### config.mk
export PLATFORM = sky130hd
export DESIGN_NAME = seg_scan_4digit_flat
export DESIGN_NICKNAME = d
export VERILOG_FILES = /design/src/rtl/seg_scan_if.sv /design/src/rtl/seg_scan_4digit.sv /design/src/flat_wrapper.sv
export SDC_FILE = /design/constraint.sdc
export NUM_CORES = 1
export LEC_CHECK = 0
export ABC_CLOCK_PERIOD_IN_PS = 2100
export CAP_MARGIN = 0
export CORE_ASPECT_RATIO = 1.2
export CORE_MARGIN = 2
export CORE_UTILIZATION = 30
export CTS_CLUSTER_DIAMETER = 100
export CTS_CLUSTER_SIZE = 25
export DETAILED_ROUTE_END_ITERATION = 8
export DONT_BUFFER_PORTS = 1
export GPL_ROUTABILITY_DRIVEN = 0
export PLACE_DENSITY = 0.46
export SETUP_SLACK_MARGIN = 0.3
export SYNTH_ARGS = -nofsm -noshare
export SYNTH_HDL_FRONTEND = slang
export SYNTH_SLANG_ARGS = --single-unit
### constraint.sdc
create_clock -name clk -period 2.1 [get_ports clk]
set_input_delay 0.21 -clock clk [delete_from_list [all_inputs] [get_ports clk]]
set_output_delay 0.21 -clock clk [all_outputs]
set_load 0.02 [all_outputs]
### src/rtl/seg_scan_if.sv
// seg_scan_if: pattern load strobe and scanned display outputs of seg_scan_4digit
interface seg_scan_if;
    logic        load;
    logic [31:0] seg_in;
    logic [7:0]  seg;
    logic [3:0]  dig;
    logic        pend;
    logic        frame;
    modport master (output load, seg_in, input seg, dig, pend, frame);
    modport slave  (input load, seg_in, output seg, dig, pend, frame);
endinterface

### src/rtl/seg_scan_4digit.sv
// seg_scan_4digit: four-digit multiplexed 7-segment scanner with dead time and frame-synchronous double buffering; SEG_SCAN_LZB_EN enables leading-zero blanking
module seg_scan_4digit #(
    parameter int DIV   = 1000,
    parameter int BLANK = 16
) (
    input  logic        clk,
    input  logic        rst,
    seg_scan_if.slave   bus
);
    localparam int CW = (DIV > 1) ? $clog2(DIV) : 1;
    localparam logic [7:0] ZERO = 8'b11111100;

    logic [CW-1:0] cnt_q, cnt_d;
    logic [1:0]    idx_q, idx_d;
    logic [31:0]   disp_q, disp_d, nxt_q, nxt_d;
    logic          pend_q, pend_d, frame_q, frame_d;
    logic [7:0]    seg_q, seg_d;
    logic [3:0]    dig_q, dig_d;
    logic [3:0]    lzb;
    logic          slot_end, boundary, active;

`ifdef SEG_SCAN_LZB_EN
    logic [3:0] z;
    assign z   = {disp_q[31:24] == ZERO, disp_q[23:16] == ZERO, disp_q[15:8] == ZERO, disp_q[7:0] == ZERO};
    assign lzb = {z[3], &z[3:2], &z[3:1], 1'b0};
`else
    assign lzb = 4'b0000;
`endif

    // scan sequencing, output selection and frame-boundary commit of pending patterns
    always_comb begin
        slot_end = cnt_q == CW'(DIV - 1);
        boundary = slot_end && idx_q == 2'd3;
        active   = int'(cnt_q) >= BLANK;
        cnt_d    = slot_end ? '0 : cnt_q + 1'b1;
        idx_d    = slot_end ? idx_q + 2'd1 : idx_q;
        dig_d    = active ? 4'b0001 << idx_q : 4'b0000;
        seg_d    = (active && !lzb[idx_q]) ? disp_q[8*idx_q +: 8] : 8'h00;
        frame_d  = boundary;
        disp_d   = boundary ? (bus.load ? bus.seg_in : (pend_q ? nxt_q : disp_q)) : disp_q;
        nxt_d    = (bus.load && !boundary) ? bus.seg_in : nxt_q;
        pend_d   = boundary ? 1'b0 : (bus.load | pend_q);
    end

    // state and registered outputs, cleared asynchronously by active-low rst
    always_ff @(posedge clk or negedge rst) begin
        if (!rst) begin
            cnt_q   <= '0;
            idx_q   <= '0;
            disp_q  <= '0;
            nxt_q   <= '0;
            pend_q  <= 1'b0;
            frame_q <= 1'b0;
            seg_q   <= '0;
            dig_q   <= '0;
        end else begin
            cnt_q   <= cnt_d;
            idx_q   <= idx_d;
            disp_q  <= disp_d;
            nxt_q   <= nxt_d;
            pend_q  <= pend_d;
            frame_q <= frame_d;
            seg_q   <= seg_d;
            dig_q   <= dig_d;
        end
    end

    assign bus.seg   = seg_q;
    assign bus.dig   = dig_q;
    assign bus.pend  = pend_q;
    assign bus.frame = frame_q;
endmodule

### src/flat_wrapper.sv
// flat-port wrapper written by rule: the top's interface ports become plain ports
module seg_scan_4digit_flat 
#(
    parameter int DIV   = 1000,
    parameter int BLANK = 16
)
  (clk, rst, bus_load, bus_seg_in, bus_seg, bus_dig, bus_pend, bus_frame);
  seg_scan_if bus_i ();
  input  logic clk;
  input  logic rst;
  input wire logic [$bits(bus_i.load)-1:0] bus_load;
  input wire logic [$bits(bus_i.seg_in)-1:0] bus_seg_in;
  output wire logic [$bits(bus_i.seg)-1:0] bus_seg;
  output wire logic [$bits(bus_i.dig)-1:0] bus_dig;
  output wire logic [$bits(bus_i.pend)-1:0] bus_pend;
  output wire logic [$bits(bus_i.frame)-1:0] bus_frame;
  assign bus_i.load = bus_load;
  assign bus_i.seg_in = bus_seg_in;
  assign bus_seg = bus_i.seg;
  assign bus_dig = bus_i.dig;
  assign bus_pend = bus_i.pend;
  assign bus_frame = bus_i.frame;
  seg_scan_4digit #(.DIV(DIV), .BLANK(BLANK)) u_core (.clk(clk), .rst(rst), .bus(bus_i));
endmodule
---- Yosys cells after proc, flatten, opt, wreduce, memory -nomap -nowiden ----
Index checks and enable logic that the tools add are counted.
storage, ports and cells
  flip-flop bits (word level) ............. 90
  output and inout port bits .............. 14
  logic and storage cells ................. 32
cells by class
  add/sub/neg operators ................... 2
  $lt $le $gt $ge ......................... 2
  eq/ne operators ......................... 2
  shift-type cells ........................ 2
  muxes and demuxes ....................... 8
  bitwise gates (word level) .............. 1
  reduce and logical (&&, ||, !) cells .... 7
operator list
  kind                     count
  $mux W32                 2
  $shiftx A32 B6 Y8        1
  $add A10 B1 Y10 const B  1
  $eq A10 B10 Y1 const B   1
  $ge A10 B5 Y1 const B    1
  $mux W10                 1
  $mux W8                  1
  $mux W4                  1
  $shl A1 B2 Y4 const A    1
  $logic_and A1 B1 Y1      3
  $lt A2 B3 Y1 const B     1
  $add A2 B1 Y2 const B    1
  $bmux W1 S2              1
  $eq A2 B2 Y1 const B     1
  $logic_not A1 Y1         2
  $mux W1                  2
  $reduce_and A2 Y1        1
  $reduce_bool A2 Y1       1
  $or A1 B1 Y1             1

---- Logic depth before layout (Yosys ltp) ----
Gate-level depths: netlist of the first run.
  word-level depth ........................ 5
  depth in mapped cells ................... 6

---- Worst setup path before layout of the first run ----
No wires, ideal clock.
  kind .................................... flip-flop to flip-flop
  from .................................... register u_core.cnt_q[0]
  to ...................................... register u_core.nxt_q[10]
  arrival time ............................ 1.790 ns
  data required time ...................... 1.975 ns
  path slack .............................. 0.185 ns
  stages on the path, launching flop included .. 7
  path buffers ............................ 2
  path through ............................ dfrtp_1 -> ha_1 -> nand4bb_1 -> buf_2 -> o41ai_4 -> buf_6 -> mux2_4
on the way
  word-level cells in the longest chain between the ends .. 4
RTL lines
  what                      line                   text
  start: declaration        seg_scan_4digit.sv:13  logic [CW-1:0] cnt_q, cnt_d;
  start signal: assignment  seg_scan_4digit.sv:57  cnt_q <= cnt_d;
  $eq A10 B10 Y1            seg_scan_4digit.sv:32  slot_end = cnt_q == CW'(DIV - 1);
  $logic_and A1 B1 Y1       seg_scan_4digit.sv:33  boundary = slot_end && idx_q == 2'd3;
  $logic_not A1 Y1          seg_scan_4digit.sv:41  nxt_d = (bus.load && !boundary) ? bus.seg_in : nxt_q;
  $logic_and A1 B1 Y1       seg_scan_4digit.sv:41
  end signal: assignment    seg_scan_4digit.sv:60  nxt_q <= nxt_d;
  end: declaration          seg_scan_4digit.sv:15  logic [31:0] disp_q, disp_d, nxt_q, nxt_d;
Every way passes these cells.
A chain may end at the register's enable or synchronous reset.

---- Final worst setup path of the first run ----
  from .................................... register u_core.cnt_q[8]
  to ...................................... register u_core.nxt_q[1]
Same word-level chain as after synthesis.

==> results of run 1 <==
power breakdown:
part	internal [mW]	switching [mW]	leakage, nW
logic	0.189	0.0694	1.10
registers	1.80	0.0319	1.16
clock network	1.08	0.676	0.157
placed cells by master, fill, tap and decap left out, types with 2 or more instances in the layout:
master,count
a21boi_0,2
and2b_1,8
buf_12,6
buf_16,2
buf_4,12
buf_6,5
bufinv_16,2
clkbuf_1,2
clkbuf_16,11
dfrtp_1,88
dfrtp_2,2
dlygate4sd3_1,7
ha_1,4
ha_2,2
inv_1,7
mux2_2,33
mux2_4,64
mux4_2,8
nand2_1,3
nand3_1,3
nand4_1,3
nor2_1,9
nor2b_1,4
o21ai_0,4
or4_1,2
xnor2_1,2
xor2_1,2
cells by family (layout without fill, tap and decap cells):
family | Yosys count | count (layout)
XOR/XNOR | 4 | 4
AND/OR/NAND/NOR | 43 | 43
adder cells (fa/ha/maj) | 6 | 6
AO/OA/AOI/OAI | 13 | 13
buffers and inverters | 24 | 58
flip-flops | 90 | 90
multiplexers | 105 | 105
per-stage QoR:
step	hold slack (ns)	cells	total power [mW]	worst slack [ns]
4_1_cts	-0.449	481	3.87	0.153
3_5_place_dp	-0.0794	453	2.07	0.103
6_report	-0.435	490	3.84	0.245
5_1_grt	-0.452	490	3.99	0.189
3_3_place_gp	-0.0795	453	2.06	0.123
2_1_floorplan	-0.0856	285	2.04	0.201
final timing paths:
check	end	slack [ns]	depth (start not counted)
setup / recovery	u_core.nxt_q[1]	0.24	5
hold / removal	u_core.bus.dig[3]	-0.43	0
setup reg to reg	u_core.nxt_q[1]	0.24	5
hold reg to reg	u_core.nxt_q[31]	0.51	1
max in group asynchronous	u_core.cnt_q[5]	2.35	0
min in group clk	u_core.nxt_q[25]	0.01	1
worst reg2reg max path, delay by kind of cell (launching register included):
| kind | cells | cell delay (ns) |
|---|---|---|
| AO/OA/AOI/OAI | 1 | 0.41 |
| flip-flops | 1 | 0.42 |
| multiplexers | 1 | 0.31 |
| AND/OR/NAND/NOR | 1 | 0.24 |
| buffers and inverters | 2 | 0.37 |
sequential cells by signal, indices dropped and copies added (netlist names):
signal	flops
u_core.bus.dig	4
u_core.bus.frame	1
u_core.bus.pend	1
u_core.bus.seg	8
u_core.cnt_q	10
u_core.disp_q	32
u_core.idx_q	2
u_core.nxt_q	32
timing repair:
item / in CTS / in global routing
endpoints found under the setup margin: 64 / 66
hold endpoints to repair: 91 / 96
hold buffers: 1 / 6
buffers inserted: 7 / 1
resized for setup: 50 / 6
pin swaps: 3 / 3
cloned: 4 / 2
routing by layer:
metal	wire length (um)	vias up	share of wire
met2	4380	43	0.46
li1	-	1077	-
met1	4540	1233	0.48
met3	391	13	0.041
met4	211	0	0.022
met5	0	-	0
layout make-up:
class | count | area, sq um | share of cell area
sequential | 90 | 2250 | 0.427
multi-input combinational | 171 | 2020 | 0.382
timing repair buffer | 34 | 442 | 0.0836
clock buffer | 12 | 246 | 0.0467
tap | 171 | 214 | 0.0405
clock inverter | 4 | 73.8 | 0.0140
inverter | 8 | 30.0 | 0.00569
==> summary.md, run 1 <==
| Metric | Value |
|---|---|
| Initial core utilization | 0.309 |
| Antenna Cells | 0 |
| Yosys Warn Count | 0 |
| Critical path class | reg -> reg |
| Skew-Pair Late Insertion Delay | 0.34 ns |
| Floorplan row count | 47 |
| Seq/Total Area, Yosys | 0.526 |
| Clk buf depth | 2 |
| Hold crit path type | in -> async |
| GR Util met2 | 0.195 |
| CTS Sinks | 90 |
| Synthesis-stage register bit count | 90 |
| Largest net degree at the start of global routing | 91 |
| Met3 Track Usage GR | 0.0337 |
| Synth Area in Adders | 0.0175 |
| Pwr dens | 727 nW/um^2 |
| Mux cell area share after synthesis | 0.323 |
| Detailed router's first-iteration violation count | 96 |
| Synthesized area per cell | 15.0 sq um |
| Post-synthesis cell type count | 38 |
| Synth top cells by count | dfrtp_1 (90), mux2_2 (62), mux2_4 (30) |
| Final HPWL DP | 5470 um |
| Register clock-pin slew on the reported worst setup and hold paths | 0.06 ns |
| Reg2reg start | u_core.cnt_q[8] |
| Post-synth EDFFs | 0 |
| Worst Path Max Fanout | 7 |
| Die area | 15300 sq um |
| Final instance area | 5280 sq um |
| Clock root buffer | clkbuf_16 |
| Arrival time of the worst setup path | 2.08 ns |
| Core area | 13900 sq um |
| Overall Global Routing Usage | 0.131 |
| Most frequent cell after synthesis | dfrtp_1 |
| Hold slack | -0.435 ns |
| Inserted Clock Buffers | 9 |
| # IOs | 49 |
| Utilization after layout | 0.380 |
| Crit share post-route | 0.884 |
| Post-synth ARST share | 1.00 |
| CP bufs+invs | 2 |
| Vias in the first global route | 2581 |
| Slew Viols, Final | 0 |
| Mapped Nets | 326 |
| Busiest grt layer | met2 |
| Crit path time final | 1.86 ns |
| Post-DR wirelength/cell | 19.4 um |
| Fillers | 1318 |
| Met1 Usage GRT | 0.181 |
| Placed standard-cell area | 4520 sq um |
| Synth Area in Compound Gates | 0.0239 |
| Post-synthesis simple-gate area fraction | 0.0674 |
| Vias | 2366 |
| RSZ-0062 raised after global routing | yes |
| Area leader, netlist | dfrtp_1 |
| Rel. slew slack | 0.675 |
| CP endpoint kind | register |
| Layout cells sized above 1 | 0.489 |
| Gr ovfl total | 0 |
| Setup violators final | 0 |
| Detailed Routing Iterations Pass 1 | 6 |
| Final #Nets | 355 |
| Status | finished, violations left |
| Worst-margin pin slew | 0.484 ns |
| Synth Instances | 285 |
| Antenna viol nets, final | 0 |
| Synthesized area | 4290 sq um |
| Critical Path, Cell by Cell | nand2_1, o41ai_4, buf_6, buf_12, mux2_4 |
| Final hold violations | 90 |
| Area grow syn2layout | 23.2% |
| Chip width | 113 um |
| Fmax achieved | 539 MHz |
| Max incr delay on CP | 0.42 ns |
| Largest family of logic cells by synthesized area | multiplexers |
| Initial antenna violation count | 0 |
| Slowest cell on crit path | dfrtp_1 |
| Synth area leaders | dfrtp_1 (53%), mux2_2 (16%), mux2_4 (11%), mux4_2 (4.2%), buf_6 (1.8%) |
| Worst VDD drop | 0.362 mV |
| CTS tree | built |
| Kind of cell adding the most delay to the critical path | flip-flops |
| Total negative slack | 0 ns |
| H-tree depth | 3 |
| Die Span Y | 135 um |
| Startpoint Class | register |
| WP data required | 2.33 ns |
| Port bufs | 0 |
| Failing checks | DRC, hold timing |
| First-pass GRT wire length | 15000 um |
| Skew final | 0.00669 ns |
| Total wire length | 9530 um |
| LEAKAGE | 2.42 nW |
| Post-Synth XOR/XNOR Area | 0.00818 |
| Commonest register cell after synthesis | dfrtp_1 |
| Vias/cell | 4.83 |
| Start point of the critical path | u_core.cnt_q[8] |
| Residual DRC | 3 |
| Max-cap violations | 0 |
| Synth top area share | 0.526 |
Note: power is estimated with default switching activity, not from simulation.
==> inputs of run 2 (changes only) <==
--- a/config.mk
+++ b/config.mk
@@ -9,13 +9,13 @@
 export CAP_MARGIN = 0
 export CORE_ASPECT_RATIO = 1.2
 export CORE_MARGIN = 2
-export CORE_UTILIZATION = 30
+export CORE_UTILIZATION = 60
 export CTS_CLUSTER_DIAMETER = 100
 export CTS_CLUSTER_SIZE = 25
 export DETAILED_ROUTE_END_ITERATION = 8
 export DONT_BUFFER_PORTS = 1
 export GPL_ROUTABILITY_DRIVEN = 0
-export PLACE_DENSITY = 0.46
+export PLACE_DENSITY = 0.78
 export SETUP_SLACK_MARGIN = 0.3
 export SYNTH_ARGS = -nofsm -noshare
 export SYNTH_HDL_FRONTEND = slang
==> summary.md, run 2 (synthesis results as in run 1) <==
| Metric | Value |
|---|---|
| Status | finished, violations left |
| Failing checks | hold timing |
| Port bufs | 0 |
| Setup violators final | 0 |
| Setup crit end | u_core.disp_q[2] |
| Most frequent cells in the layout | dfrtp_1 (88), mux2_4 (64), mux2_2 (33), dlygate4sd3_1 (33), buf_4 (15) |
| Layout cells sized above 1 | 0.446 |
| Final hold violations | 90 |
| CTS tree | built |
| Placed standard-cell area | 4420 sq um |
| Fillers | 386 |
| Worst Reg2Reg Path Length in Cells | 7 |
| Total power | 3.39 mW |
| Overall Global Routing Usage | 0.244 |
| Core area | 6900 sq um |
| Final #Nets | 381 |
| Largest net degree at the start of global routing | 91 |
| Total negative slack | 0 ns |
| Crit path time final | 1.86 ns |
| Start point of the critical path | u_core.cnt_q[0] |
| Rel. slew slack | 0.699 |
| Antenna Cells | 0 |
| Slowest cell on crit path | dfrtp_1 |
| Chip width | 81.2 um |
| Detailed router's first-iteration violation count | 119 |
| Reg area | 2250 sq um |
| Skew final | 0.00671 ns |
| Crit share post-route | 0.888 |
| Fin cells | 432 |
| Residual DRC | 0 |
| Reg2reg start | u_core.cnt_q[0] |
| CTS Sinks | 90 |
| # IOs | 49 |
| Area grow syn2layout | 23.5% |
| Reg-to-reg endpoint | u_core.disp_q[2] |
| CP endpoint kind | register |
| Critical Path, Cell by Cell | ha_4, nand4bb_1, buf_6, nor4_4, buf_6, clkbuf_16, mux2_4 |
| H-tree depth | 3 |
| Vias/cell | 5.84 |
| Final instance area | 5290 sq um |
| Placed cells | 369 |
| Inserted Clock Buffers | 9 |
| Leading cell type in the layout, fill and taps excluded | dfrtp_1 |
| Multi-input logic area | 2030 sq um |
| Skew-Pair Late Insertion Delay | 0.36 ns |
| Final HPWL DP | 4770 um |
| Die Span Y | 96.6 um |
| Floorplan row count | 33 |
| LEAKAGE | 2.46 nW |
| First-pass GRT wire length | 13900 um |
| Worst VDD drop | 0.518 mV |
| Arrival time of the worst setup path | 2.11 ns |
| Register clock-pin slew on the reported worst setup and hold paths | 0.09 ns |
| Clock root buffer | clkbuf_8 |
| Max incr delay on CP | 0.41 ns |
| Initial antenna violation count | 0 |
| Hold slack | -0.465 ns |
| Detailed Routing Iterations Pass 1 | 4 |
| Fmax achieved | 536 MHz |
| Vias in the first global route | 2684 |
| Worst-margin pin slew | 0.448 ns |
| Max-cap violations | 0 |
| Clk buf depth | 2 |
| Gr ovfl total | 0 |
| Pwr dens | 641 nW/um^2 |
| Hold crit path type | in -> async |
| Largest regs | u_core.disp_q x32, u_core.nxt_q x32, u_core.cnt_q x10 |
| Antenna viol nets, final | 0 |
| Critical path class | reg -> reg |
| Vias | 2523 |
| Slew Viols, Final | 0 |
| WP data required | 2.34 ns |
| Startpoint Class | register |
| Crit-path most repeated cell | buf_6 |
| Post-DR wirelength/cell | 21.4 um |
| Initial core utilization | 0.621 |
| RSZ-0062 raised after global routing | yes |
| Worst Path Max Fanout | 8 |
| R2r setup slk | 0.24 ns |
| Total wire length | 9230 um |
| Die area | 7840 sq um |
[run 2: area by class of cell]
cell class	instances	area share
Clock inverter	5	0.0149
Clock buffer	11	0.0248
Multi-Input combinational cell	171	0.383
Tap cell	87	0.0206
Sequential cell	90	0.426
Timing Repair Buffer	60	0.125
Inverter	8	0.00568
[run 2: where the power goes]
group | total [mW] | switching, mW | leakage, nW | internal [mW]
Combinational | 0.284 | 0.0751 | 1.20 | 0.209
Sequential | 1.83 | 0.0356 | 1.16 | 1.79
Clock | 1.28 | 0.609 | 0.107 | 0.670
[run 2: per-layer routing]
metal | global-route usage | routed length (um) | up-vias
met1 | 0.318 | 3960 | 1330
li1 | - | - | 1123
met5 | 0 | 0 | -
met4 | 0.0960 | 169 | 0
met2 | 0.402 | 4810 | 53
met3 | 0.0520 | 288 | 17
[run 2: what timing repair did]
item | in CTS | in global routing
buffers inserted | 7 | 2
resized for setup | 17 | 29
pin swaps | 2 | 1
endpoints found under the hold margin | 121 | 92
cloned | 3 | 2
endpoints found under the setup margin | 64 | 65
hold buffers | 31 | 2
[run 2: worst min-delay path by stage]
stage | from | endpoint | cells after the start
final | rst | u_core.cnt_q[6] | 0
after global routing | rst | u_core.cnt_q[6] | 0
after CTS | rst | u_core.cnt_q[6] | 0
after detailed placement | rst | u_core.bus.dig[3] | 0
after global placement | rst | u_core.cnt_q[6] | 0
after floorplan | rst | u_core.bus.dig[0] | 0
[run 2: critical path: cells and delay by family (launching register included)]
family,cells,cell delay (ns)
fa+ha+maj,1,0.15
buf+inv,3,0.55
flops,1,0.41
mux,1,0.31
simple gates,2,0.33
[run 2: stage by stage]
stage / util / worst slack (ns)
floorplan: - / 0.201
global placement: 0.641 / 0.176
detailed placement: 0.641 / 0.127
CTS: 0.740 / 0.173
global route: 0.767 / 0.197
finish: 0.767 / 0.236
==> inputs of run 3 (changes only) <==
--- a/config.mk
+++ b/config.mk
@@ -15,8 +15,8 @@
 export DETAILED_ROUTE_END_ITERATION = 8
 export DONT_BUFFER_PORTS = 1
 export GPL_ROUTABILITY_DRIVEN = 0
-export PLACE_DENSITY = 0.78
-export SETUP_SLACK_MARGIN = 0.3
+export PLACE_DENSITY = 0.87
+export SETUP_SLACK_MARGIN = 0.1
 export SYNTH_ARGS = -nofsm -noshare
 export SYNTH_HDL_FRONTEND = slang
 export SYNTH_SLANG_ARGS = --single-unit
==> summary.md, run 3 (synthesis results as in run 1) <==
| Metric | Value |
|---|---|
| Startpoint Class | register |
| Final instance area | 4950 sq um |
| Fmax achieved | 517 MHz |
| Core area | 6900 sq um |
| Clock root buffer | clkbuf_8 |
| # IOs | 49 |
| LEAKAGE | 2.33 nW |
| Initial core utilization | 0.621 |
| Failing checks | hold timing |
| Post-DR wirelength/cell | 20.5 um |
| Largest regs | u_core.disp_q x32, u_core.nxt_q x32, u_core.cnt_q x10 |
| Vias | 2484 |
| Status | finished, violations left |
| First-pass GRT wire length | 13700 um |
| Vias/cell | 5.93 |
| Worst-margin pin slew | 0.394 ns |
| Register clock-pin slew on the reported worst setup and hold paths | 0.09 ns |
| Most frequent cells in the layout | dfrtp_1 (90), mux2_2 (62), dlygate4sd3_1 (33), mux2_4 (30), buf_4 (11) |
| Hold slack | -0.476 ns |
| Crit share post-route | 0.922 |
| Worst slack, placed | 0.145 ns |
| Placed standard-cell area | 4400 sq um |
| Pwr dens | 653 nW/um^2 |
| Crit path time final | 1.94 ns |
| Detailed router's first-iteration violation count | 157 |
| Setup slack after layout | 0.165 ns |
| H-tree depth | 3 |
| Antenna Cells | 0 |
| CP endpoint kind | register |
| Utilization after layout | 0.718 |
| Worst Path Max Fanout | 32 |
| Max-cap violations | 0 |
| RSZ-0062 raised after global routing | yes |
| Antenna viol nets, final | 0 |
| Final HPWL DP | 4960 um |
| Chip width | 81.2 um |
| Area grow syn2layout | 15.5% |
| Total negative slack | 0 ns |
| Layout cells sized above 1 | 0.404 |
| Clk buf depth | 2 |
| Worst VDD drop | 0.504 mV |
| Skew-Pair Late Insertion Delay | 0.37 ns |
| Port bufs | 0 |
| CTS tree | built |
| Die Span Y | 96.6 um |
| Slew Viols, Final | 0 |
| Gr ovfl total | 0 |
| Total wire length | 8590 um |
| Rel. slew slack | 0.735 |
| Arrival time of the worst setup path | 2.19 ns |
| Overall Global Routing Usage | 0.242 |
| Floorplan row count | 33 |
| Final hold violations | 90 |
| Hold crit path type | in -> async |
| Critical path class | reg -> reg |
| Skew final | 0.0199 ns |
| Die area | 7840 sq um |
| Vias in the first global route | 2650 |
| Leading cell type in the layout, fill and taps excluded | dfrtp_1 |
| Largest net degree at the start of global routing | 91 |
| Residual DRC | 0 |
| Initial antenna violation count | 0 |
| Detailed Routing Iterations Pass 1 | 4 |
| WP data required | 2.35 ns |
| CTS Sinks | 90 |
| Hold Buf Count CTS | 33 |
| Setup violators final | 0 |
| Inserted Clock Buffers | 9 |
| Final #Nets | 369 |
[run 3: cell count changes in the layout (fill, tap and decap cells not counted), moves of 2 or more]
| cell | previous run | this run |
|---|---|---|
| mux2_1 | 0 | 5 |
| dfrtp_1 | 88 | 90 |
| buf_6 | 4 | 1 |
| buf_4 | 15 | 11 |
| buf_12 | 4 | 2 |
| dfrtp_2 | 2 | 0 |
| mux2_4 | 64 | 30 |
| mux2_2 | 33 | 62 |
[run 3: where the power goes]
| part | internal [mW] | switching (mW) | total (mW) |
|---|---|---|---|
| logic | 0.198 | 0.0693 | 0.267 |
| registers | 1.79 | 0.0350 | 1.83 |
| clock network | 0.542 | 0.595 | 1.14 |
| total | 2.53 | 0.699 | 3.23 |
[run 3: layout make-up]
type / instances / area, sq um
Clock buffer: 10 / 128
Clock inverter: 5 / 56.3
Fill cell: 404 / 1940
Inverter: 8 / 30.0
Multi-Input combinational cell: 171 / 1890
Sequential cell: 90 / 2250
Tap cell: 87 / 109
Timing Repair Buffer: 48 / 489
[run 3: path summary, 6_finish.rpt]
check / start / to / slack (ns) / cells after the start
worst max-delay path: u_core.cnt_q[1] / u_core.disp_q[16] / 0.16 / 6
worst min-delay path: rst / u_core.nxt_q[16] / -0.48 / 0
worst max register to register: u_core.cnt_q[1] / u_core.disp_q[16] / 0.16 / 6
worst min register to register: u_core.disp_q[27] / u_core.disp_q[27] / 0.50 / 1
max in group asynchronous: rst / u_core.cnt_q[2] / 2.43 / 0
min in group clk: bus_seg_in[4] / u_core.disp_q[4] / 0.10 / 2
[run 3: worst max-delay path, stage by stage, from the launching register on]
cell and delay [ns]:
dfrtp_1 0.42, ha_1 0.20, nand4bb_1 0.10, buf_4 0.18, nor4_4 0.27, buf_12 0.24, mux2_2 0.40
[run 3: metal layers]
metal  GRT usage  share of wire
met4       0.109          0.026
met1       0.301           0.41
met5           0              0
met2       0.398           0.52
met3      0.0660          0.050
[run 3: repair_timing]
action,4_1_cts,5_1_grt
setup buffers,0,1
resized for setup,0,1
hold endpoints to repair,123,90
endpoints found under the setup margin,0,13
[run 3: metrics by stage]
step | total power [mW] | cells | hold WS (ns)
final | 3.23 | 419 | -0.476
after global routing | 3.35 | 419 | -0.494
after CTS | 3.23 | 417 | -0.482
after detailed placement | 2.06 | 369 | -0.0832
after global placement | 2.05 | 369 | -0.0833
after floorplan | 2.04 | 285 | -0.0856
